$ cat src/rtl/fir_tdm_pkg.sv
// Shared types and width helpers for the time-multiplexed FIR filter family.
package fir_tdm_pkg;

   typedef enum logic [1:0] {
      IDLE = 2'd0,
      MAC  = 2'd1,
      OUT  = 2'd2
   } fir_state_e;

   // Channel index width; a single channel still needs one bit.
   function automatic int unsigned fir_ch_w(input int unsigned num_ch);
      return (num_ch > 1) ? 32'($clog2(num_ch)) : 32'd1;
   endfunction

   function automatic int unsigned fir_tap_w(input int unsigned num_taps);
      return (num_taps > 1) ? 32'($clog2(num_taps)) : 32'd1;
   endfunction

   // Accumulator wide enough that summing num_taps full-scale products never overflows.
   function automatic int unsigned fir_acc_w(input int unsigned data_w,
                                             input int unsigned coef_w,
                                             input int unsigned num_taps);
      return data_w + coef_w + 32'($clog2(num_taps));
   endfunction

endpackage

$ cat src/rtl/fir_round_sat.sv
// Combinational round-half-up and saturate from an accumulator to the output width.
module fir_round_sat #(
   parameter int unsigned ACC_W     = 19,
   parameter int unsigned OUT_W     = 9,
   parameter int unsigned FRAC_BITS = 2
) (
   input  logic signed [ACC_W-1:0] acc,
   output logic signed [OUT_W-1:0] value,
   output logic                    sat
);

   // One guard bit so adding the rounding constant cannot wrap.
   localparam int unsigned SUM_W = ACC_W + 1;
   localparam logic signed [SUM_W-1:0] MAX_V = SUM_W'((1 << (OUT_W - 1)) - 1);
   localparam logic signed [SUM_W-1:0] MIN_V = ~MAX_V;

   logic signed [SUM_W-1:0] half_c;
   logic signed [SUM_W-1:0] sum_c;
   logic signed [SUM_W-1:0] rounded_c;

   generate
      if (FRAC_BITS == 0) begin : g_no_round
         assign half_c = '0;
      end else begin : g_round
         assign half_c = SUM_W'(1) << (FRAC_BITS - 1);
      end
   endgenerate

   always_comb begin
      sum_c     = SUM_W'(acc) + half_c;
      rounded_c = sum_c >>> FRAC_BITS;
      value     = OUT_W'(rounded_c);
      sat       = 1'b0;
      if (rounded_c > MAX_V) begin
         value = OUT_W'(MAX_V);
         sat   = 1'b1;
      end else if (rounded_c < MIN_V) begin
         value = OUT_W'(MIN_V);
         sat   = 1'b1;
      end
   end

endmodule

$ cat src/rtl/fir_tdm_mac.sv
// Multi-channel FIR filter sharing one multiply-accumulate unit across taps and channels,
// with runtime-programmable coefficients and a rounded, saturated, channel-tagged output.
module fir_tdm_mac
   import fir_tdm_pkg::*;
#(
   parameter  int unsigned DATA_W    = 8,
   parameter  int unsigned COEF_W    = 8,
   parameter  int unsigned OUT_W     = 9,
   parameter  int unsigned NUM_TAPS  = 5,
   parameter  int unsigned NUM_CH    = 2,
   parameter  int unsigned FRAC_BITS = 2,
   localparam int unsigned CH_W      = fir_ch_w(NUM_CH),
   localparam int unsigned TAP_W     = fir_tap_w(NUM_TAPS)
) (
   input  logic                     clk,
   input  logic                     rst_b,
   input  logic                     in_valid,
   output logic                     in_ready,
   input  logic [CH_W-1:0]          in_ch,
   input  logic signed [DATA_W-1:0] in_data,
   input  logic                     coef_we,
   input  logic [TAP_W-1:0]         coef_addr,
   input  logic signed [COEF_W-1:0] coef_wdata,
   output logic                     coef_err,
   output logic                     out_valid,
   output logic [CH_W-1:0]          out_ch,
   output logic signed [OUT_W-1:0]  out_data,
   output logic                     out_sat
);

   localparam int unsigned ACC_W  = fir_acc_w(DATA_W, COEF_W, NUM_TAPS);
   localparam int unsigned PROD_W = DATA_W + COEF_W;
   localparam logic [TAP_W-1:0] LAST_TAP = TAP_W'(NUM_TAPS - 1);

   fir_state_e state;
   logic [TAP_W-1:0]         k;
   logic [CH_W-1:0]          ch;
   logic signed [ACC_W-1:0]  acc;

   logic signed [DATA_W-1:0] taps [NUM_CH][NUM_TAPS];
   logic signed [COEF_W-1:0] coef [NUM_TAPS];

   logic                     accept_c;
   logic                     ch_ok_c;
   logic                     addr_ok_c;
   logic                     load_c;
   logic                     coef_wr_c;
   logic signed [DATA_W-1:0] tap_k_c;
   logic signed [COEF_W-1:0] coef_k_c;
   logic signed [PROD_W-1:0] prod_c;
   logic signed [OUT_W-1:0]  rs_value_c;
   logic                     rs_sat_c;

   // Range checks collapse to constants when the index field exactly fits the count.
   generate
      if (NUM_CH == (1 << CH_W)) begin : g_ch_full
         assign ch_ok_c = 1'b1;
      end else begin : g_ch_part
         assign ch_ok_c = (in_ch < CH_W'(NUM_CH));
      end
      if (NUM_TAPS == (1 << TAP_W)) begin : g_tap_full
         assign addr_ok_c = 1'b1;
      end else begin : g_tap_part
         assign addr_ok_c = (coef_addr < TAP_W'(NUM_TAPS));
      end
   endgenerate

   // A coefficient write in IDLE takes the cycle, so samples wait one clock.
   assign in_ready  = rst_b & (state == IDLE) & ~coef_we;
   assign accept_c  = in_valid & in_ready;
   assign load_c    = accept_c & ch_ok_c;
   assign coef_wr_c = coef_we & (state == IDLE) & addr_ok_c;

   assign tap_k_c  = taps[ch][k];
   assign coef_k_c = coef[k];
   assign prod_c   = PROD_W'(tap_k_c) * PROD_W'(coef_k_c);

   // Per-channel delay lines: only the accepting channel shifts.
   always_ff @(posedge clk or negedge rst_b) begin
      if (!rst_b) begin
         for (int c = 0; c < NUM_CH; c++) begin
            for (int t = 0; t < NUM_TAPS; t++) begin
               taps[c][t] <= '0;
            end
         end
      end else if (load_c) begin
         for (int c = 0; c < NUM_CH; c++) begin
            if (in_ch == CH_W'(c)) begin
               taps[c][0] <= in_data;
               for (int t = 1; t < NUM_TAPS; t++) begin
                  taps[c][t] <= taps[c][t-1];
               end
            end
         end
      end
   end

   // Coefficient register file, shared by all channels.
   always_ff @(posedge clk or negedge rst_b) begin
      if (!rst_b) begin
         for (int t = 0; t < NUM_TAPS; t++) begin
            coef[t] <= '0;
         end
      end else if (coef_wr_c) begin
         for (int t = 0; t < NUM_TAPS; t++) begin
            if (coef_addr == TAP_W'(t)) begin
               coef[t] <= coef_wdata;
            end
         end
      end
   end

   fir_round_sat #(
      .ACC_W     (ACC_W),
      .OUT_W     (OUT_W),
      .FRAC_BITS (FRAC_BITS)
   ) u_round_sat (
      .acc   (acc),
      .value (rs_value_c),
      .sat   (rs_sat_c)
   );

   // Sequencer: one tap per MAC cycle, then a single result cycle.
   always_ff @(posedge clk or negedge rst_b) begin
      if (!rst_b) begin
         state     <= IDLE;
         k         <= '0;
         ch        <= '0;
         acc       <= '0;
         coef_err  <= 1'b0;
         out_valid <= 1'b0;
         out_ch    <= '0;
         out_data  <= '0;
         out_sat   <= 1'b0;
      end else begin
         out_valid <= 1'b0;
         coef_err  <= coef_we & (state != IDLE);
         case (state)
            IDLE: begin
               if (load_c) begin
                  ch    <= in_ch;
                  acc   <= '0;
                  k     <= '0;
                  state <= MAC;
               end
            end
            MAC: begin
               acc <= acc + ACC_W'(prod_c);
               k   <= k + TAP_W'(1);
               if (k == LAST_TAP) begin
                  state <= OUT;
               end
            end
            OUT: begin
               out_valid <= 1'b1;
               out_ch    <= ch;
               out_data  <= rs_value_c;
               out_sat   <= rs_sat_c;
               state     <= IDLE;
            end
            default: state <= IDLE;
         endcase
      end
   end

endmodule

$ cat config.mk
export PLATFORM = sky130hd
export DESIGN_NAME = fir_tdm_mac
export DESIGN_NICKNAME = d
export VERILOG_FILES = /design/src/rtl/fir_tdm_pkg.sv /design/src/rtl/fir_round_sat.sv /design/src/rtl/fir_tdm_mac.sv
export SDC_FILE = /design/constraint.sdc
export NUM_CORES = 1
export LEC_CHECK = 0
export CELL_PAD_IN_SITES_DETAIL_PLACEMENT = 0
export CELL_PAD_IN_SITES_GLOBAL_PLACEMENT = 1
export CORE_MARGIN = 4
export CORE_UTILIZATION = 40
export CTS_BUF_LIST = sky130_fd_sc_hd__clkbuf_4 sky130_fd_sc_hd__clkbuf_8
export CTS_CLUSTER_SIZE = 25
export DETAILED_ROUTE_END_ITERATION = 10
export PLACE_DENSITY = 0.69
export SYNTH_ARGS = -nofsm -noshare
export SYNTH_HDL_FRONTEND = slang
export SYNTH_SLANG_ARGS = --single-unit
$ cat constraint.sdc
create_clock -name clk -period 6.8 [get_ports clk]
set_clock_uncertainty 0.2 [all_clocks]
set_input_delay 1.36 -clock clk [delete_from_list [all_inputs] [get_ports clk]]
set_output_delay 1.36 -clock clk [all_outputs]
set_load 0.01 [all_outputs]
After elaboration in Yosys (flattened, before gate mapping)
Cells that the tools add are included.

Bits in registers: 158. Logic and storage cells: 87.

$add $sub $neg: 3. Multiply operators: 1. $lt $le $gt $ge: 5. Eq/ne operators: 9. Multiplexer cells: 21. Bitwise logic cells: 10. Reductions and logical operators: 14.

Operator list (number): 40-bit two-way mux (3); 8-bit binary-select mux with 3-bit select (2); 19-bit case mux with 2 select lines (1); 8-bit two-way mux (4); 19-bit by 3-bit adder with 20-bit output, second input constant (1); 2-bit AND reduction (10); 19-bit by 16-bit adder with 19-bit output (1); 19-bit two-way mux (1); 18-bit by 9-bit greater-than comparator with 1-bit output, second input constant (1); 18-bit by 9-bit < comparator with 1-bit output, second input constant (1); 9-bit two-way mux (2); 8-bit by 8-bit multiplier with 16-bit output (1); 1-bit AND (6); 3-bit by 2-bit equality test with 1-bit output, second input constant (2); 3-bit equality test, second input constant (2); 3-bit case mux with 2 select lines (1); 4-bit greater-or-equal comparator, second input constant (1); 2-bit two-way mux (2); 2-bit inequality test, second input constant (2); 3-bit inverter with 4-bit output (1); 2-bit case mux with 2 select lines (1); 2-bit nonzero test (2); 3-bit by 1-bit adder with 3-bit output, second input constant (1); 3-bit by 1-bit equality test with 1-bit output, second input constant (1); other kinds (10) (13).

Depth between registers and ports, before layout
Depth in word-level cells: 10. Depth in mapped cells: 24. Depth with buffers taken out: 22.

Hierarchy
From an unflattened synthesis, not the netlist that was laid out.

Cells, all modules: 925. Area, all modules: 10800.4 sq um.

Modules (own cells, without submodules): fir_tdm_mac (instances 1, cells each 854, area an instance 10278.6 sq um); fir_round_sat (instances 1, cells each 71, area an instance 521.8 sq um).

Least setup slack after synthesis
Ideal clock, no wire load.

Path type: register to register. Start: reg k[0]. End: reg acc[16]. Setup time: 0.130 ns. Data arrival time: 6.482 ns. Required time: 6.470 ns. Path slack: -0.012 ns. Stages on the path, launching flop included: 23. Path buffers: 2. Clock period less this slack: 6.812 ns. Cell sequence: dfrtp_1 -> buf_2 -> buf_2 -> nor3_1 -> a22o_1 -> inv_2 -> nor2_1 -> inv_1 -> fa_1 -> inv_1 -> fa_1 -> fa_1 -> fa_1 -> inv_1 -> fa_1 -> inv_1 -> ha_1 -> a211oi_1 -> o211a_1 -> o32ai_1 -> o41ai_1 -> xor2_1 -> o21ai_1.

Cells in the longest elaborated chain, start to end: 7. Elaborated cells on any way between the ends: 10.

Ends and longest elaborated chain: start: declaration (line fir_tdm_mac.sv:36) `logic [TAP_W-1:0] k;`; start signal: assignment (line fir_tdm_mac.sv:149) `k <= k + TAP_W'(1);`; 3-bit inverter with 4-bit output (implied by the code) * (line fir_tdm_mac.sv:74, fir_tdm_mac.sv:75); 8-bit binary-select mux with 3-bit select (on tied branches) (line fir_tdm_mac.sv:74, fir_tdm_mac.sv:75); 8-bit two-way mux (on tied branches) (2 in a row) (line fir_tdm_mac.sv:74, fir_tdm_mac.sv:75); 8-bit by 8-bit multiplier with 16-bit output * (line fir_tdm_mac.sv:76) `assign prod_c = PROD_W'(tap_k_c) * PROD_W'(coef_k_c);`; 19-bit by 16-bit adder with 19-bit output * (line fir_tdm_mac.sv:148) `acc <= acc + ACC_W'(prod_c);`; 19-bit case mux with 2 select lines * (line fir_tdm_mac.sv:138) `case (state)`; end signal: assignment (line fir_tdm_mac.sv:148); end: declaration (line fir_tdm_mac.sv:38) `logic signed [ACC_W-1:0] acc;`.

Mark *: on every way between the ends. The rest lies on a longest branch, timed or not. The select of a mux whose other input is x is not followed. A chain may end at the register's enable or synchronous reset.

Final worst setup path
Start: reg ch. End: reg acc[16].

Cells in the longest elaborated chain, start to end: 10.

Ends and longest elaborated chain: start: declaration (line fir_tdm_mac.sv:37) `logic [CH_W-1:0] ch;`; start signal: assignment (line fir_tdm_mac.sv:141) `ch <= in_ch;`; 1-bit inverter with 2-bit output (implied by the code) (line fir_tdm_mac.sv:74) `assign tap_k_c = taps[ch][k];`; 40-bit two-way mux (implied by the code) (3 in a row) (line fir_tdm_mac.sv:74); 8-bit binary-select mux with 3-bit select (line fir_tdm_mac.sv:74); 8-bit two-way mux (implied by the code) (2 in a row) (line fir_tdm_mac.sv:74); 8-bit by 8-bit multiplier with 16-bit output (line fir_tdm_mac.sv:76); 19-bit by 16-bit adder with 19-bit output (line fir_tdm_mac.sv:148); 19-bit case mux with 2 select lines (line fir_tdm_mac.sv:138).

No other way between the ends. The select of a mux whose other input is x is not followed.

==> results.yml <==
yosys:
  syn-instance-count: 907
  synth_area_leaders: "dfrtp_1 (37%), fa_1 (16%), mux2_2 (8.3%), ha_1 (5.3%), mux4_2 (5.0%)"
  postSynthAreaPerCell_um2: 11.9
  synth-edff-count: 0
  synthDistinctLibCells: 72
  ys_warn_count: 0
  synth_flop_cell: "dfrtp_1"
  synth.top_cell.area_share: 0.365
  syn-num-nets: 1062
  synth.largest_area_cell: "dfrtp_1"
  syn_area_mm2: 0.0108
  synth-seq-cells: 158
  synthArstFlopShare: 1.00
  ys_seq_area_frac: 0.365
clocking:
  htreeDepth: 4
  ctsHoldBuffers: 0
  worstSkewPairLatency_ps: 470
  cts_sinks: 158
  cts_buffers: 17
  clk_pin_slew_ps: 110
  clockBufferDepth: 2
  clockRootBuffer: "clkbuf_8"
  cts_tree: "done"
global_route:
  grt_pass1_vias: 7158
  grt_pass1_wl_um: 38300
  gr-total-overflow: 0
  grt_usage: 0.163
  antenna_found_initial: 0
  grt_max_degree: 81
sta:
  totalNegativeSetupSlack_ps: 0
  slew-limit-headroom: 0.257
  tightest_slew_ps: 1110
  slew_viol_final: 0
  post-route-period-util: 0.944
  finalWorstSetupSlack_ps: 383
  setup_viol: 0
  hold_violations: 0
  max_freq_mhz: 156
  period_needed_ps: 6420
  rsz0062_at_grt: "no"
  whs_ps: 282
worst_hold_path:
  hp-class: "reg -> reg"
finish:
  area_growth_pct: 12.3
  num_antenna_cells: 0
  drive_above_1_share: 0.202
  fin_area_mm2: 0.0121
  final_net_count: 1123
setup_path:
  worstPathMaxFanout: 13
  cpMostUsedCell: "fa_1"
  path_class: "reg -> reg"
  slowest_stage: "fa_1"
  worstPathArrival_ps: 6550
  crit_family: "adder cells"
  worst_path_largest_cell_delay_ps: 550
  cp-end-kind: "flip-flop"
  startpoint_type: "flip-flop"
  path_cells: "buf_12, mux4_2, mux2i_1, o22a_1, or2_1, fa_1, fa_1, inv_1, fa_1, fa_1, inv_1, fa_1, inv_1, ha_1, o21ai_0, o211a_1, o32ai_1, buf_4, o41ai_1, xor2_1, o21ai_1"
  required_ps: 6930
  critPathBufInv: 5
place:
  dp_slack_ps: 129
  dpl_cell_area_mm2: 0.0117
  gp_congestion: 0.797
  dpl.hpwl_um: 17300
  portBuffers: 37
floorplan:
  start_util: 0.411
  fp.dieH_um: 172
  die_w_um: 172
  die-area_mm2: 0.0297
  core.rowCount: 59
  core_mm2: 0.0264
  ios: 38
route:
  drcViolationCount: 0
  wirelength_um: 22700
  vias: 6896
  firstDrtPassIters: 4
  ant_nets: 0
  post_drt_wl_per_cell_um: 17.2
  viasPerCell: 5.24
  drtIter0Drc: 424
status:
  outcome: "completed"
flow_run:
  maxCapViolCount: 0
-- cell usage after synthesis (all sizes together), types with 2 or more instances --
master	count
clkbuf	8
nand2	46
or4	3
a21oi	12
inv	115
ha	46
nor2	61
nand2b	8
a211o	3
a2111oi	3
o22ai	3
o21bai	2
o22a	7
nor3	9
o311ai	7
nor2b	7
a21o	4
a211oi	6
o21ai	25
mux2	122
nand4	5
and3	5
nor3b	3
xnor2	19
xor2	6
fa	85
mux4	24
a22oi	6
o211ai	6
o21a	5
dfrtp	158
a22o	10
nand3	17
nor4b	3
nand3b	3
mux2i	16
or2	7
buf	17
-- routing by layer --
metal | share of wire | GRT usage
met5 | 0 | 0
met4 | 0.0095 | 0.0407
met3 | 0.030 | 0.0293
met2 | 0.47 | 0.256
met1 | 0.49 | 0.236
-- placed cells by master, fill, tap and decap left out, types with 9 or more instances in the layout --
cell type / instances
a21oi_1: 11
a22o_1: 10
buf_4: 30
clkbuf_8: 17
clkdlybuf4s50_1: 36
dfrtp_1: 156
fa_1: 84
ha_1: 46
inv_1: 110
mux2_1: 41
mux2_2: 80
mux2i_1: 16
mux4_2: 24
nand2_1: 46
nand3_1: 13
nor2_1: 59
nor3_1: 9
o21ai_0: 17
xnor2_1: 19
-- path summary, 6_finish.rpt --
path,startpoint,slack [ps],endpoint,cells past startpoint
hold / removal,out_ch$_DFFE_PN0P_,280,out_ch$_DFFE_PN0P_,2
max in group asynchronous,rst_b,4510,ch$_DFFE_PN0P_,2
hold reg to reg,out_ch$_DFFE_PN0P_,280,out_ch$_DFFE_PN0P_,2
setup reg to reg,ch$_DFFE_PN0P_,380,acc[16]$_DFFE_PN0P_,21
setup / recovery,ch$_DFFE_PN0P_,380,acc[16]$_DFFE_PN0P_,21
min in group asynchronous,rst_b,540,acc[17]$_DFFE_PN0P_,1
-- worst register-to-register path, cell delays in order (launching register included) --
cell     delay [ps]
dfrtp_2         490
buf_12          200
mux4_2          520
mux2i_1         150
o22a_1          330
or2_1           180
fa_1            440
fa_1            490
inv_1            50
fa_1            500
fa_1            550
inv_1            50
fa_1            490
inv_1            40
ha_1            290
o21ai_0         280
o211a_1         210
o32ai_1         100
buf_4           160
o41ai_1         310
xor2_1          180
o21ai_1          60
-- stage by stage --
| stage | std cells | util |
|---|---|---|
| floorplan | 907 | - |
| finish | 1316 | 0.461 |
| global route | 1316 | 0.461 |
| global placement | 1282 | 0.444 |
| CTS | 1314 | 0.460 |
| detailed placement | 1282 | 0.444 |
-- what timing repair did --
action,in CTS,in global routing
setup endpoints to repair,0,3
buffers inserted,0,2
resized for setup,0,7
-- area by class of cell --
type	instances	area, µm²
fillers	2397	14200
multi-input cells	608	6320
inverters	115	432
repair buffers	68	617
well taps	335	419
clock inverters	15	168
clock buffers	17	234
flip-flops and latches	158	3960
-- logic make-up after synthesis --
family                     synth area share
and+or+nand+nor                      0.0826
muxes                                 0.192
DFF                                   0.365
buffers and inverters                0.0527
adders and majority gates             0.210
AOI/OAI and AO/OA                    0.0767
xor gates and xnor gates             0.0202
-- sequential cells by signal, indices dropped and copies added, names as in the netlist --
register   cells
taps          80
coef          40
acc           19
out_data       9
k              3
state          2
ch             1
coef_err       1
out_ch         1
out_sat        1
out_valid      1
Power is left out: the tool's default activity adds up to more than one toggle a clock period on the data nets, which glitch-free logic cannot reach.
==> RTL change, RTL diff (config.mk and constraints unchanged) <==
The parameter `NUM_TAPS` goes from 5 to 4.
--- a/src/rtl/fir_tdm_mac.sv
+++ b/src/rtl/fir_tdm_mac.sv
@@ -6,7 +6,7 @@
    parameter  int unsigned DATA_W    = 8,
    parameter  int unsigned COEF_W    = 8,
    parameter  int unsigned OUT_W     = 9,
-   parameter  int unsigned NUM_TAPS  = 5,
+   parameter  int unsigned NUM_TAPS  = 4,
    parameter  int unsigned NUM_CH    = 2,
    parameter  int unsigned FRAC_BITS = 2,
    localparam int unsigned CH_W      = fir_ch_w(NUM_CH),
Interface: changed (resized coef_addr); port bits go from 38 to 37. The function was not compared with the original's and may differ.
==> RTL change against the unedited design <==
Wire length shrank 16%. Setup slack better by 0.12 ns. First-iteration DRC count shrank 45%. Design area fell by 14%. Highest routed layer unchanged. Sequential cell count is 26 lower. Area after synthesis down 14%.
Power is left out: the tool's default activity adds up to more than one toggle a clock period on the data nets, which glitch-free logic cannot reach.
==> RTL change: results (changes against the unedited design) <==
[setup_path]
cpMaxStageDelayCell = dfrtp_1
cp_slowest_stage_delay_ns = 0.60  ; +0.05 ns
endpoint = acc[15]
reg2regPathDepth = 19  ; -9.5%
cp.arrival_ns = 6.43  ; -0.12 ns
r2r_setup_slack_ns = 0.50  ; +0.12 ns
critPathMaxFanout = 18  ; +5
critPathLaunchType = flop
worstReg2RegStart = k[0]

[detailed_routing]
viasPerCell = 5.137  ; -2.0%
wirelength_um = 19050  ; -16%
drtIter0Drc = 234  ; -45%
dr.pass1.iters = 4  ; unchanged

[hold_path]
hold_path_class = reg2reg

[synthesis]
syn_nets = 923  ; -13%
yosys_warnings = 0  ; unchanged
seq_area_frac_synth = 0.3563  ; -0.009037
async_flop_share = 1.000  ; unchanged
synth_cell_type_count = 60  ; -17%
ys_top_cells_by_area = dfrtp_1 (36%), fa_1 (17%), mux2_1 (9.8%)
synth_common_cells = dfrtp_1 (132), inv_1 (95), mux2_1 (81)

[placement]
port-buffer-count = 36  ; -2.7%
place_congestion = 0.8027  ; +0.75%
hpwl_um = 14680  ; -15%

[global_routing]
grt_pass1_vias = 6171  ; -14%
grt_pass1_wl_um = 33150  ; -13%
grt_max_degree = 72  ; -11%
grt_usage = 0.1604  ; -0.002838
antenna_found_initial = 0  ; unchanged

[cells_and_area]
nets = 974  ; -13%
top_register = taps
reg.largest.list = taps: 64 flops, coef: 32 flops, acc: 18 flops
antenna_cells = 0  ; unchanged
drive_gt1_frac = 0.1369  ; -0.06493

[die]
coreArea_mm2 = 0.02271  ; -14%

[clock_tree]
clockBufferDepth = 2  ; unchanged
cts_resized = 0  ; unchanged
clk_latency_ns = 0.44  ; -0.03 ns
clk_root_buffer_cell = clkbuf_8
cts_buffers = 17  ; unchanged
path_clk_slew_ns = 0.09  ; -0.02 ns
ctsHtreeMaxLevel = 4  ; unchanged
cts_setup_buffers = 0  ; unchanged

[run_status]
run_status = complete, no violations

[sta]
maxSlewHeadroom = 0.3296  ; +0.07287

[RTL change: cell count changes after synthesis, sizes merged, moves of 9 or more]
cell and delta:
a22o -9, dfrtp -26, inv -20, mux2 -14, nor2 -18
[RTL change: how the worst min path moves through the flow]
| stage | cells after the start | end | slack, ns | start |
|---|---|---|---|---|
| 6_report | 2 | out_sat | 0.28 | out_sat |
| 5_1_grt | 1 | taps[34] | 0.30 | taps[34] |
| 2_1_floorplan | 1 | coef[13] | 0.25 | coef[13] |
| 3_5_place_dp | 1 | coef[12] | 0.27 | coef[12] |
| 4_1_cts | 1 | coef[12] | 0.29 | coef[12] |
| 3_3_place_gp | 2 | out_sat | 0.26 | out_sat |
[RTL change: layout make-up]
type	instances	area, µm²
tap	285	356.6
fill	2145	12250
inverter	96	360.3
sequential	132	3303
clock inverter	14	161.4
timing repair buffer	54	521.8
clock buffer	18	247.7
multi-input combinational	526	5507
[RTL change: kinds of logic after synthesis]
| family | count (synthesis) | share of synthesized area |
|---|---|---|
| muxes | 140 | 0.1922 |
| adders and majority gates | 124 | 0.2322 |
| and+or+nand+nor | 163 | 0.09219 |
| AOI/OAI and AO/OA | 73 | 0.05291 |
| DFF | 132 | 0.3563 |
| buffers and inverters | 118 | 0.04967 |
| xor gates and xnor gates | 26 | 0.02456 |
[RTL change: per-stage QoR]
step / setup slack [ns] / hold WS (ns) / util / instance area, µm² / cells
after floorplan: 0.4483 / 0.2524 / - / 9270 / 776
after global placement: 0.4807 / 0.2643 / 0.4425 / 10050 / 1093
after detailed placement: 0.4302 / 0.2739 / 0.4425 / 10050 / 1093
after CTS: 0.4437 / 0.2928 / 0.4605 / 10460 / 1125
after global routing: 0.1314 / 0.3021 / 0.4605 / 10460 / 1125
final: 0.5019 / 0.2837 / 0.4605 / 10460 / 1125
[RTL change: critical path: cells and delay by family (launching register included)]
kind / cells / cell delay (ns)
multiplexers: 1 / 0.36
buffers and inverters: 3 / 0.31
AO/OA/AOI/OAI: 7 / 1.43
flip-flops: 1 / 0.60
adder cells (fa/ha/maj): 6 / 2.84
AND/OR/NAND/NOR: 2 / 0.44
[RTL change: per-layer routing]
metal,track usage,share of wire,vias up
met5,0,0,-
met1,0.2254,0.47,2932
met3,0.03716,0.048,6
li1,-,-,2732
met4,0.03090,0.0059,0
met2,0.2576,0.48,109
